## config.mk

```make
export PLATFORM = sky130hd
export DESIGN_NAME = long_op_scoreboard
export DESIGN_NICKNAME = d
export VERILOG_FILES = /design/src/rtl/long_op_scoreboard.sv
export SDC_FILE = /design/constraint.sdc
export NUM_CORES = 1
export LEC_CHECK = 0
export CAP_MARGIN = 20
export CORE_MARGIN = 5
export CORE_UTILIZATION = 57
export DETAILED_ROUTE_END_ITERATION = 10
export HOLD_SLACK_MARGIN = 0.03
export PLACE_DENSITY = 0.84
export SLEW_MARGIN = 40
export SYNTH_ARGS = -nofsm -noshare
export SYNTH_HDL_FRONTEND = slang
export SYNTH_SLANG_ARGS = --single-unit
```

## constraint.sdc

```tcl
create_clock -name clk -period 7.1 [get_ports clk]
set_input_delay 0.71 -clock clk [delete_from_list [all_inputs] [get_ports clk]]
set_output_delay 0.71 -clock clk [all_outputs]
set_load 0.02 [all_outputs]
```

## src/rtl/long_op_scoreboard.sv

```systemverilog
// long_op_scoreboard: tracks destination registers of long-latency ops
// (loads, mul/div) from issue in ID until their writeback, and raises a
// combinational ID stall for RAW/WAW on a pending register or when the
// outstanding-op limit is reached. Short-latency writes are left to the
// forwarding unit and never touch this block.
module long_op_scoreboard #(
   parameter int NREG    = 32,
   parameter int AW      = 5,
   parameter int MAX_OUT = 4
) (
   input  logic                         clk,
   input  logic                         rst,
   input  logic                         issue_valid,
   input  logic                         issue_we,
   input  logic                         issue_long,
   input  logic [AW-1:0]                issue_rd,
   input  logic [AW-1:0]                rs1_id,
   input  logic [AW-1:0]                rs2_id,
   input  logic                         rs1_used,
   input  logic                         rs2_used,
   input  logic                         flush,
   input  logic                         wb_valid,
   input  logic                         wb_long,
   input  logic [AW-1:0]                wb_rd,
   output logic                         stall_id,
   output logic [NREG-1:0]              busy,
   output logic [$clog2(MAX_OUT+1)-1:0] outstanding,
   output logic                         wb_err
);

   localparam int OW = $clog2(MAX_OUT + 1);
   localparam logic [OW-1:0] MAX_OUT_C = OW'(MAX_OUT);
   localparam logic [OW-1:0] ONE_C     = OW'(1);
   localparam logic [AW-1:0] X0_C      = {AW{1'b0}};

   logic [NREG-1:0] busy_r;
   logic [NREG-1:0] busy_nxt_s;
   logic [NREG-1:0] rel_mask_s;
   logic [NREG-1:0] pend_vec_s;
   logic [OW-1:0]   outstanding_r;
   logic [OW-1:0]   outstanding_nxt_s;
   logic            wb_err_r;
   logic            wb_rel_s;
   logic            wb_bad_s;
   logic            long_wr_s;
   logic            limit_s;
   logic            stall_s;
   logic            accept_s;

   // Classify the writeback: a matched long result releases its register,
   // an unmatched one (x0 or not pending) is flagged and otherwise ignored.
   always_comb begin
      wb_rel_s   = 1'b0;
      wb_bad_s   = 1'b0;
      rel_mask_s = {NREG{1'b0}};
      if (wb_valid && wb_long) begin
         if ((wb_rd != X0_C) && busy_r[wb_rd]) begin
            wb_rel_s           = 1'b1;
            rel_mask_s[wb_rd]  = 1'b1;
         end else begin
            wb_bad_s = 1'b1;
         end
      end else begin
         wb_rel_s = 1'b0;
      end
   end

   // Hazard check in ID: a register released by this cycle's writeback is
   // already covered by WB->ID forwarding, so it no longer counts as pending.
   always_comb begin
      pend_vec_s    = busy_r & ~rel_mask_s;
      pend_vec_s[0] = 1'b0;
      long_wr_s     = issue_we & issue_long & (issue_rd != X0_C);
      limit_s       = (outstanding_r == MAX_OUT_C) & ~wb_rel_s;
      stall_s       = issue_valid & ~flush &
                      ((rs1_used & pend_vec_s[rs1_id]) |
                       (rs2_used & pend_vec_s[rs2_id]) |
                       (issue_we & issue_long & pend_vec_s[issue_rd]) |
                       (long_wr_s & limit_s));
      accept_s      = issue_valid & ~flush & ~stall_s & long_wr_s;
   end

   // Next pending vector and count; a set on the register being released
   // in the same cycle wins, and the count then stays put.
   always_comb begin
      busy_nxt_s = busy_r & ~rel_mask_s;
      if (accept_s) begin
         busy_nxt_s[issue_rd] = 1'b1;
      end else begin
         busy_nxt_s[issue_rd] = busy_nxt_s[issue_rd];
      end
      busy_nxt_s[0] = 1'b0;
      case ({accept_s, wb_rel_s})
         2'b10:   outstanding_nxt_s = outstanding_r + ONE_C;
         2'b01:   outstanding_nxt_s = outstanding_r - ONE_C;
         default: outstanding_nxt_s = outstanding_r;
      endcase
   end

   // State registers with synchronous reset overriding issue and writeback.
   always_ff @(posedge clk) begin
      if (rst) begin
         busy_r        <= {NREG{1'b0}};
         outstanding_r <= {OW{1'b0}};
         wb_err_r      <= 1'b0;
      end else begin
         busy_r        <= busy_nxt_s;
         outstanding_r <= outstanding_nxt_s;
         wb_err_r      <= wb_bad_s;
      end
   end

   assign stall_id    = stall_s;
   assign busy        = busy_r;
   assign outstanding = outstanding_r;
   assign wb_err      = wb_err_r;

endmodule

```

---- Yosys cells after proc, flatten, opt, wreduce, memory -nomap -nowiden ----
Cells that the tools add are included.
storage, ports and cells
  logic and storage cells ................. 66
  input port bits ......................... 30
  flip-flop bits (word level) ............. 36
cells by class
  add/sub/neg operators ................... 2
  reductions and logical operators ........ 8
  bitwise gates (word level) .............. 21
  mux-type cells .......................... 22
  order comparisons ....................... 6
  eq/ne operators ......................... 3
operators with widths
  kind                   number
  $mux W32               3
  $and A32 B32 Y32       1
  $bwmux W32             1
  $not A32 Y32           1
  $or A32 B32 Y32        1
  $bmux W1 S5            5
  $lt A5 B6 Y1 const B   4
  $and A1 B1 Y1          11
  $demux W1 S5           2
  $ge A5 B1 Y1 const B   2
  $mux W1                10
  $reduce_bool A5 Y1     2
  $pmux W3 S2            1
  $logic_and A1 B1 Y1    4
  $not A1 Y1             4
  $add A3 B1 Y3 const B  1
  $eq A3 B3 Y1 const B   1
  $or A1 B1 Y1           3
  $sub A3 B1 Y3 const B  1
  $eq A2 B1 Y1 const B   1
  $eq A2 B2 Y1 const B   1
  $reduce_bool A2 Y1     1
  $reduce_or A2 Y1       1

---- Depth between registers and ports, before layout ----
  depth in word-level cells ............... 20
  depth in mapped cells ................... 21

---- Worst setup path after synthesis ----
Ideal clock, no wire load.
  path type ............................... in2reg
  start point ............................. input wb_rd[4]
  end point ............................... register outstanding_r[2] (netlist: outstanding[2])
  stages on the path ...................... 21
  data arrival time ....................... 4.874 ns
  path buffers ............................ 5
  data required time ...................... 7.029 ns
  slack ................................... 2.155 ns
  cells stage by stage .................... buf_2 or3b_1 buf_2 o22a_1 o21a_1 and2_4 buf_6 o31a_1 a22oi_1 o22ai_1 or4_4 nor4b_2 or4b_1 buf_6 buf_2 ha_1 inv_1 fa_1 xor2_1 or3_1 a21oi_1
between the ends
  word-level cells in the longest chain between the ends .. 20
  elaborated cells between the ends (all ways) .. 38
RTL lines
  item                                                                line  RTL
  start, declared                                                     24    input logic [AW-1:0] wb_rd,
  $lt A5 B6 Y1 (implied by the code) or $ge A5 B1 Y1 (tied branches)  59    rel_mask_s[wb_rd] = 1'b1;
  $logic_and A1 B1 Y1 (implied by the code)                           59
  $mux W1 (implied by the code)                                       59
  $demux W1 S5                                                        59
  $mux W32                                                            57    if ((wb_rd != X0_C) && busy_r[wb_rd]) begin
  $mux W32                                                            56    if (wb_valid && wb_long) begin
  $not A32 Y32                                                        71    pend_vec_s = busy_r & ~rel_mask_s;
  $and A32 B32 Y32                                                    71
  (+3 left out)                                                       --
  $or A1 B1 Y1                                                        76    ((rs1_used & pend_vec_s[rs1_id]) |
  $or A1 B1 Y1                                                        77    (rs2_used & pend_vec_s[rs2_id]) |
  $or A1 B1 Y1                                                        78    (issue_we & issue_long & pend_vec_s[issue_rd]) |
  $and A1 B1 Y1                                                       75    stall_s = issue_valid & ~flush &
  $not A1 Y1                                                          80    accept_s = issue_valid & ~flush & ~stall_s & long_wr_s;
  $and A1 B1 Y1 (2 in series)                                         80
  $eq A2 B1 Y1 or $eq A2 B2 Y1 (tied branches)                        93    case ({accept_s, wb_rel_s})
  $pmux W3 S2 or $reduce_bool A2 Y1 (tied branches)                   --
  end signal, assigned                                                104   outstanding_r <= {OW{1'b0}};
  end signal, assigned                                                108   outstanding_r <= outstanding_nxt_s;
  end, declared                                                       40    logic [OW-1:0] outstanding_r;
Several ways; a longest one is shown, not always the timed one. The select of a mux whose other input is x is not followed.
A chain may end at the register's enable or synchronous reset.

---- Worst setup path after layout ----
  start point ............................. input wb_rd[2]
  end point ............................... output stall_id
between the ends
  word-level cells in the longest chain between the ends .. 15
  elaborated cells between the ends (all ways) .. 31
RTL lines
  item                                                                line    RTL
  $lt A5 B6 Y1 (implied by the code) or $ge A5 B1 Y1 (tied branches)  59
  $logic_and A1 B1 Y1 (implied by the code)                           59
  $mux W1 (implied by the code)                                       59
  $demux W1 S5                                                        59
  $mux W32                                                            57
  $mux W32                                                            56
  $not A32 Y32                                                        71
  $and A32 B32 Y32                                                    71
  $bmux W1 S5 (on tied branches)                                      76, 77
  $mux W1 (on tied branches)                                          76, 77
  $and A1 B1 Y1 (on tied branches)                                    76, 77
  $or A1 B1 Y1                                                        76
  $or A1 B1 Y1                                                        77
  $or A1 B1 Y1 *                                                      78
  $and A1 B1 Y1 *                                                     75
  end, declared                                                       25      output logic stall_id,
Every way passes the cells marked *; elsewhere a longest branch is shown, timed or not. The select of a mux whose other input is x is not followed.

==> impl_results.md <==
* Insertion delay to the later sink of the worst-skew pair at 300 ps
* H-tree Lvls at 2
* First-pass DRT Iterations at 6
* Via count at 4241
* Die Y at 87.1 µm
* Resized cells post-CTS at 0
* Switch share at 33.1%
* CP peak stage delay at 700 ps
* Initial antenna violation count at 0
* Fmax at 159 MHz
* Clock Skew at 3.03 ps
* PortBufs at 65
* Routed length per instance at 24.0 µm
* GR Overflow Total at 0
* Largest family of logic cells by synthesized area: compound AO/OA/AOI/OAI gates
* Final critical-path share of the clock period at 88.6%
* Initial Utilization at 57.8%
* Mapped Cells at 454
* Gpl congestion at 1.03
* Switching power total at 0.153 mW
* Worst-path cell chain: clkdlybuf4s50_1 -> nand3b_1 -> o22ai_1 -> a211oi_1 -> nand2_1 -> nor2_2 -> o31ai_1 -> o221ai_1 -> or4_4 -> or3b_2 -> nor2b_1 -> o21a_1 -> clkdlybuf4s50_1
* Pre-CTS setup slack at 781 ps
* First-pass GRT wire length at 21.3 mm
* Synth Area in Simple Gates at 28.9%
* Synthesized area at 3380 µm²
* Required time worst endpoint at 6390 ps
* Clock sink count at 35
* Synth Warn # at 0
* Via-to-Cell Ratio at 7.43
* # diodes at 0
* P per Cell Area at 114 nW/µm²
* Async SR Flop Fraction at 0%
* Synth unique cells at 73
* Slew Limit Headroom at 49.0%
* Post-DRT Antenna Nets at 0
* Worst Hold Depth at 2
* Largest net degree at the start of global routing at 43
* CP Launch Type: primary input
* Most common cell after layout, fill and taps aside: clkdlybuf4s50_1
* TritonCTS Buffers at 5
* Die Footprint at 7580 µm²
* Critical path's top delay family: simple AND/OR/NAND/NOR gates
* Setup Fix Bufs, Post-CTS at 0
* DP HPWL at 10.3 mm
* Post-synthesis xor/xnor area fraction at 0.518%
* DRC at 0
* Kind of critical path: in -> out
* Worst slew pin tran at 757 ps
* Ports at 67
* Core Box Area at 5850 µm²
* Clock buffer depth at 2
* CP Data Arrival Time at 5580 ps
* Leakage at 1.28 nW
* Worst Path Buf+Inv at 2
* CTS tree: yes
* Vias in the first global route at 3970
* Post-synthesis compound-gate area fraction at 34.3%
* CP max FO at 14
* Setup TNS at 0 ps
* Adder-cell share of the synthesized area at 0.961%
* Die X at 87.1 µm
* Routed WL at 13.7 mm
* R2R cell count at 16
* Final setup margin at 807 ps
* Final min period at 6290 ps
* Initial DRC Count at 639
* CTS Hold Buffers Added at 0
* Final hold vios at 0
* Clk slew on worst S/H paths at 70 ps
* WP depth at 13
* Combinational share of power at 24.7%
* Syn avg cell area at 7.45 µm²
* Sequential Power Share at 43.8%
* Overall routing resource usage at 36.3%
* Root Buffer Master: clkbuf_8
* Most numerous cell on the critical path: clkdlybuf4s50_1
* Status: finished clean
* Slowest cell on the critical path: clkdlybuf4s50_1
* RSZ-0062 raised after global routing: no
* Clock power share at 31.5%
* # nets final at 527
* Max Cap Viol at 0
* Dominant synthesized flop cell: dfxtp_1
* Layout cell share with drive strength beyond 1 at 7.66%
* Multiplexer share of the synthesized area at 7.65%
* VDD IR max at 0.000117 V
* Setup-failing EPs final at 0
* #FFs+latches synth at 35
* Hold Crit Class: reg -> reg
* Synthesis-to-layout area growth at 19.7%
* Sequential share of the synthesized area at 20.7%
* Max-slew violations at 0
* Post-Syn Nets at 486
* CP endpoint kind: primary output
* Placement row count at 28
* Post-synth EDFFs at 0
* Most frequent cells in the layout: clkdlybuf4s50_1 (64), nor2_1 (47), nand2_1 (45)
* Cell Int Power at 0.310 mW
cells by family (layout without fill, tap and decap cells):
| family | after synthesis | after routing |
|---|---|---|
| AOI/OAI and AO/OA | 153 | 153 |
| xor gates and xnor gates | 2 | 2 |
| adders and majority gates | 2 | 2 |
| buffers and inverters | 49 | 91 |
| DFF | 35 | 35 |
| muxes | 23 | 23 |
| other | 1 | 1 |
| and+or+nand+nor | 189 | 189 |
tightest hold or removal path: stages, from the launching register on:
cell and delay (ps):
dfxtp_1 340, o21ai_0 80, a21oi_1 60
through the flow:
| stage | hold slack [ps] | std cells | instance area (µm²) | power, mW | utilization (%) |
|---|---|---|---|---|---|
| floorplan | 570 | 454 | 3380 | 0.274 | - |
| global placement | 498 | 563 | 3980 | 0.316 | 67.9 |
| detailed placement | 514 | 563 | 3980 | 0.316 | 67.9 |
| CTS | 526 | 571 | 4060 | 0.458 | 69.3 |
| global route | 583 | 571 | 4050 | 0.480 | 69.2 |
| finish | 517 | 571 | 4050 | 0.463 | 69.2 |
cell usage after synthesis (12+ instances only):
| cell type | n | area share [%] |
|---|---|---|
| nor2_1 | 47 | 5.2 |
| nand2_1 | 45 | 5.0 |
| dfxtp_1 | 35 | 21 |
| o21ai_0 | 21 | 3.1 |
| clkbuf_1 | 20 | 2.2 |
| a21oi_1 | 18 | 2.7 |
| mux2i_1 | 18 | 5.3 |
| inv_1 | 15 | 1.7 |
| nor3_1 | 15 | 2.2 |
| o31ai_1 | 12 | 2.7 |
final timing paths:
path | start | endpoint | slack, ps
hold reg to reg | outstanding[2] | outstanding[2] | 520
setup / recovery | wb_rd[2] | stall_id | 810
setup reg to reg | busy[18] | outstanding[2] | 2360
hold / removal | outstanding[2] | outstanding[2] | 520
layout make-up:
cell class,instances,area [µm²]
inverter,15,56.3
clock buffer,7,76.3
clock inverter,1,5.00
tap,75,93.8
timing repair buffer,68,668
multi-input combinational,370,2450
sequential,35,701
fill,499,1800
metal layers:
layer	wire [µm]	vias to the layer above	GRT usage (%)	part of all wire, %
met5	0	-	0	0
met4	636	0	16.1	4.6
met3	2100	80	9.74	15
met2	5780	422	54.5	42
met1	5200	1922	48.4	38
li1	-	1817	-	-
power by group through the flow:
stage          clock, mW  sequential (mW)  combinational (mW)
3_5_place_dp           0            0.207               0.110
4_1_cts            0.145            0.202               0.110
5_1_grt            0.158            0.203               0.120
2_1_floorplan          0            0.208              0.0661
3_3_place_gp           0            0.207               0.109
6_report           0.146            0.203               0.114
registers in the layout, summed over array words and instances, names as in the netlist:
register and count:
busy 31, outstanding 3, wb_err 1
No activity file was read; power rests on OpenSTA's default activity.
